==> config.mk <==
export PLATFORM = sky130hd
export DESIGN_NAME = cpu_ctrl
export DESIGN_NICKNAME = d
export VERILOG_FILES = /design/src/rtl/cpu_ctrl.sv
export SDC_FILE = /design/constraint.sdc
export NUM_CORES = 1
export LEC_CHECK = 0
export CAP_MARGIN = 10
export CORE_MARGIN = 5
export CORE_UTILIZATION = 39
export CTS_CLUSTER_DIAMETER = 40
export DETAILED_ROUTE_END_ITERATION = 8
export HOLD_SLACK_MARGIN = 0.02
export PLACE_DENSITY = 0.81
export RECOVER_POWER = 50
export SLEW_MARGIN = 20
export SYNTH_ARGS = -nofsm -noshare
export SYNTH_HDL_FRONTEND = slang
export SYNTH_SLANG_ARGS = --single-unit
==> constraint.sdc <==
create_clock -name clk -period 1.57 [get_ports clk]
set_input_delay 0.314 -clock clk [delete_from_list [all_inputs] [get_ports clk]]
set_output_delay 0.314 -clock clk [all_outputs]
set_load 0.01 [all_outputs]
==> src/rtl/cpu_ctrl.sv <==
// Instruction register and Moore control FSM for the lab CPU.
// It latches one instruction per start handshake and then sequences the register-file and datapath controls one microstep per clock.
module cpu_ctrl (
  input  logic        clk,
  input  logic        reset_n,
  input  logic [15:0] instr,
  input  logic        load,
  input  logic        s,
  output logic        w,
  output logic        err,
  output logic [2:0]  readnum,
  output logic [2:0]  writenum,
  output logic        write,
  output logic        loada,
  output logic        loadb,
  output logic        loadc,
  output logic        loads,
  output logic        asel,
  output logic        bsel,
  output logic [1:0]  vsel,
  output logic [1:0]  shift,
  output logic [1:0]  ALUop,
  output logic [15:0] sximm8,
  output logic [15:0] sximm5
);

  typedef enum logic [2:0] {
    S_WAIT      = 3'd0,
    S_DECODE    = 3'd1,
    S_WRITE_IMM = 3'd2,
    S_GET_A     = 3'd3,
    S_GET_B     = 3'd4,
    S_ALU       = 3'd5,
    S_WRITE_RD  = 3'd6
  } state_t;

  state_t      state;
  state_t      state_nxt;
  logic [15:0] ir;

  logic [2:0]  opcode;
  logic [1:0]  op;
  logic [2:0]  rn;
  logic [2:0]  rd;
  logic [1:0]  sh;
  logic [2:0]  rm;

  assign opcode = ir[15:13];
  assign op     = ir[12:11];
  assign rn     = ir[10:8];
  assign rd     = ir[7:5];
  assign sh     = ir[4:3];
  assign rm     = ir[2:0];

  logic is_mov_imm;
  logic is_mov_reg;
  logic is_arith;
  logic is_cmp;
  logic is_mvn;
  logic is_legal;

  assign is_mov_imm = (opcode == 3'b110) && (op == 2'b10);
  assign is_mov_reg = (opcode == 3'b110) && (op == 2'b00);
  assign is_arith   = (opcode == 3'b101) && (op != 2'b11);
  assign is_cmp     = (opcode == 3'b101) && (op == 2'b01);
  assign is_mvn     = (opcode == 3'b101) && (op == 2'b11);
  assign is_legal   = is_mov_imm || is_mov_reg || is_arith || is_mvn;

  always_ff @(posedge clk or negedge reset_n) begin
    if (!reset_n) state <= S_WAIT;
    else          state <= state_nxt;
  end

  // IR only accepts a new word while idle, so a running instruction is never disturbed.
  always_ff @(posedge clk or negedge reset_n) begin
    if (!reset_n)                       ir <= 16'h0000;
    else if ((state == S_WAIT) && load) ir <= instr;
  end

  always_ff @(posedge clk or negedge reset_n) begin
    if (!reset_n)                           err <= 1'b0;
    else if ((state == S_WAIT) && s)        err <= 1'b0;
    else if ((state == S_DECODE) && !is_legal) err <= 1'b1;
  end

  always_comb begin
    state_nxt = state;
    w         = 1'b0;
    readnum   = 3'b000;
    writenum  = 3'b000;
    write     = 1'b0;
    loada     = 1'b0;
    loadb     = 1'b0;
    loadc     = 1'b0;
    loads     = 1'b0;
    asel      = 1'b0;
    bsel      = 1'b0;
    vsel      = 2'b00;
    shift     = 2'b00;
    ALUop     = 2'b00;
    case (state)
      S_WAIT: begin
        w = 1'b1;
        if (s) state_nxt = S_DECODE;
      end
      S_DECODE: begin
        if (is_mov_imm)                 state_nxt = S_WRITE_IMM;
        else if (is_mov_reg || is_mvn)  state_nxt = S_GET_B;
        else if (is_arith)              state_nxt = S_GET_A;
        else                            state_nxt = S_WAIT;
      end
      S_WRITE_IMM: begin
        writenum  = rn;
        vsel      = 2'b10;
        write     = 1'b1;
        state_nxt = S_WAIT;
      end
      S_GET_A: begin
        readnum   = rn;
        loada     = 1'b1;
        state_nxt = S_GET_B;
      end
      S_GET_B: begin
        readnum   = rm;
        loadb     = 1'b1;
        state_nxt = S_ALU;
      end
      S_ALU: begin
        shift = sh;
        ALUop = (opcode == 3'b101) ? op : 2'b00;
        // MOV reg and MVN are single-operand: A is forced to zero.
        asel  = is_mov_reg || is_mvn;
        if (is_cmp) begin
          loads     = 1'b1;
          state_nxt = S_WAIT;
        end else begin
          loadc     = 1'b1;
          state_nxt = S_WRITE_RD;
        end
      end
      S_WRITE_RD: begin
        writenum  = rd;
        vsel      = 2'b00;
        write     = 1'b1;
        state_nxt = S_WAIT;
      end
      default: state_nxt = S_WAIT;
    endcase
  end

  assign sximm8 = {{8{ir[7]}}, ir[7:0]};
  assign sximm5 = {{11{ir[4]}}, ir[4:0]};

endmodule
==> results_dict.tcl <==
set metrics [dict create \
    hold_class "flip-flop to flip-flop" \
    clock_path_buffers 2 \
    die_area_um2 4710 \
    chipWidth_um 68.6 \
    drive_above_1_share_pct 44.3 \
    startpoint_type "flip-flop" \
    reg2reg_from "state[1]$_DFFE_PN0P_" \
    syn_area_um2 1340 \
    clock_latency_ns 0.30 \
    ys_seq_area_share_pct 37.3 \
    synth-edff-count 0 \
    num_antenna_cells 0 \
    htreeDepth 1 \
    finalPower_mw 4.36 \
    fp.coreArea_um2 3340 \
    reg2reg_depth 4 \
    worstMarginPinSlew_ns 1.09 \
    grt_pass1_vias 1213 \
    routed-via-count 1189 \
    max_slew_margin_pct 27.4 \
    postCtsHoldBufs 0 \
    fin_area_um2 2120 \
    track_usage_pct 16.2 \
    setup_viol 23 \
    crit_arrival_ns 1.49 \
    drt_wl_total_um 3830 \
    grt_overflow 0 \
    num_rows 21 \
    synthCells 129 \
    status "finished, violations left" \
    final_core_util_pct 63.6 \
    yosysWarnings 0 \
    fin_skew_ns 0.00213 \
    firstDrtPassIters 4 \
    viasPerCell 4.78 \
    synthArstFlopShare_pct 100 \
    period_share_pct 115 \
    grt_pass1_wl_um 5710 \
    synth_most_common_cell "buf_4" \
    hpwlAfterDp_um 2770 \
    avgRoutedWirePerCell_um 15.4 \
    rsz0062_at_grt "yes" \
    drt_iter0_markers 25 \
    whs_ns 0.560 \
    whs_path_depth 1 \
    peakVddDrop_mv 1.20 \
    synth_area_per_cell_um2 10.4 \
    reg2reg_to "ir[9]$_DFFE_PN0P_" \
    worst-endpoint-required_ns 1.26 \
    yosys_most_used_dff "dfrtp_1" \
    fin_crit_ns 1.80 \
    ant_nets 0 \
    tritoncts "done" \
    syn_to_final_growth_pct 58.4 \
    violations "negative setup slack" \
    die_h_um 68.6 \
    hold_end "ir[6]$_DFFE_PN0P_" \
    hold_viol 0 \
    pin_count 73 \
    drc 0 \
    n_fill_cell 284 \
    io_buffers 70 \
    clk_pin_slew_ns 0.12 \
    min-delay-start "ir[6]$_DFFE_PN0P_" \
    ff_latch_area_um2 505 \
    crit_type "flip-flop to primary output" \
    netlist.area_leader.share_pct 37.3 \
    r2r_slack_ns -0.02 \
    setup_ws_ns -0.233 \
    place_ws_ns -0.246 \
    clock_sinks 20 \
    cts_root_buffer "clkbuf_4" \
    nets 224 \
    fmax_mhz 555 \
    synth_commonest_cells "buf_4, dfrtp_1, nor2_1" \
    setup_tns_ns -2.50 \
    ys_ff_latch 20 \
    final_cells 249 \
    placed_cells 228 \
    cap_violations 0 \
    maxSlewViolCount 0 \
    cellLeakagePower_nw 1.05 \
    endpoint_kind "primary output" \
    cp_max_fo 5 \
    yosysTopAreaCell "dfrtp_1" \
    p_per_area_nw_per_um2 2060 \
    dpl_cell_area_um2 1960 \
    initial_utilization_pct 40.2 \
    antenna_found_initial 0 \
    cts_buffers 3 \
    grt_max_degree 21 \
    gp_congestion 0.849 \
    synthTopCellsByArea "dfrtp_1, buf_4, mux2_4" \
    synth_cell_type_count 35 \
    multi_input_comb_area_um2 629 \
]
==> flip-flops by register name (all words and copies together) (netlist names) <==
register and cells:
err 1, ir 16, state 3
==> metal layers <==
layer / vias up / GRT usage (%) / wire length [um]
li1: 556 / - / -
met1: 581 / 19.0 / 1470
met2: 48 / 29.7 / 2060
met3: 4 / 2.27 / 247
met4: 0 / 5.96 / 54
met5: - / 0 / 0
==> worst max-delay path, stage by stage (launching register included) <==
cell and delay, ns:
dfrtp_2 0.48, nand3b_1 0.28, buf_4 0.21, nor2b_1 0.09, buf_2 0.13
==> worst max path at each step <==
| stage | startpoint | end | slack (ns) | cells after the start |
|---|---|---|---|---|
| 2_1_floorplan | state[0]$_DFFE_PN0P_ | ir[10]$_DFFE_PN0P_ | 0.03 | 6 |
| 3_3_place_gp | state[0]$_DFFE_PN0P_ | readnum[1] | -0.22 | 4 |
| 3_5_place_dp | ir[14]$_DFFE_PN0P_ | loads | -0.25 | 4 |
| 4_1_cts | state[2]$_DFFE_PN0P_ | readnum[1] | -0.17 | 4 |
| 5_1_grt | state[1]$_DFFE_PN0P_ | loads | -0.29 | 4 |
| 6_report | state[1]$_DFFE_PN0P_ | loads | -0.23 | 4 |
==> cells in the final DEF, fill, tap and decap left out, drive strengths merged <==
| cell type | count |
|---|---|
| buf | 54 |
| nor4 | 1 |
| conb | 2 |
| a32oi | 1 |
| clkdlybuf4s25 | 6 |
| nor2b | 4 |
| inv | 3 |
| mux2i | 3 |
| a22o | 3 |
| nor2 | 10 |
| mux2 | 14 |
| nand3b | 2 |
| and2 | 7 |
| nand2b | 1 |
| nor3 | 2 |
| nand4b | 1 |
| clkbuf | 5 |
| a21oi | 2 |
| o21ai | 3 |
| nand2 | 2 |
| dlygate4sd2 | 27 |
| a21boi | 1 |
| o32a | 1 |
| nor3b | 3 |
| o22ai | 1 |
| nand4 | 1 |
| clkdlybuf4s50 | 19 |
| nand3 | 2 |
| a221oi | 1 |
| o21bai | 1 |
| dfrtp | 20 |
==> cell families after synthesis <==
family          share of synthesized area, %
simple gates                            15.4
flops                                   37.3
buf+inv                                 23.2
other cells                            0.280
mux                                     16.2
compound gates                          7.47
==> power by group <==
| group | internal [mW] | total (mW) | switching [mW] |
|---|---|---|---|
| Combinational | 1.74 | 3.00 | 1.26 |
| Clock | 0.141 | 0.303 | 0.161 |
| Sequential | 0.785 | 1.06 | 0.273 |
| Total | 2.66 | 4.36 | 1.70 |
==> cell type report <==
class                   count  area share, %
flip-flops and latches     20           23.8
multi-input cells          69           29.7
inverters                   3          0.531
repair buffers            107           41.6
well taps                  46           2.71
clock buffers               4           1.71
==> what timing repair did <==
| action | CTS | global route |
|---|---|---|
| buffers inserted | 12 | 4 |
| gates resized for setup | 126 | 13 |
| pin swaps | 10 | 9 |
| setup endpoints to repair | 61 | 36 |
| gates cloned | 1 | 0 |
(Power assumes the default switching activity.)
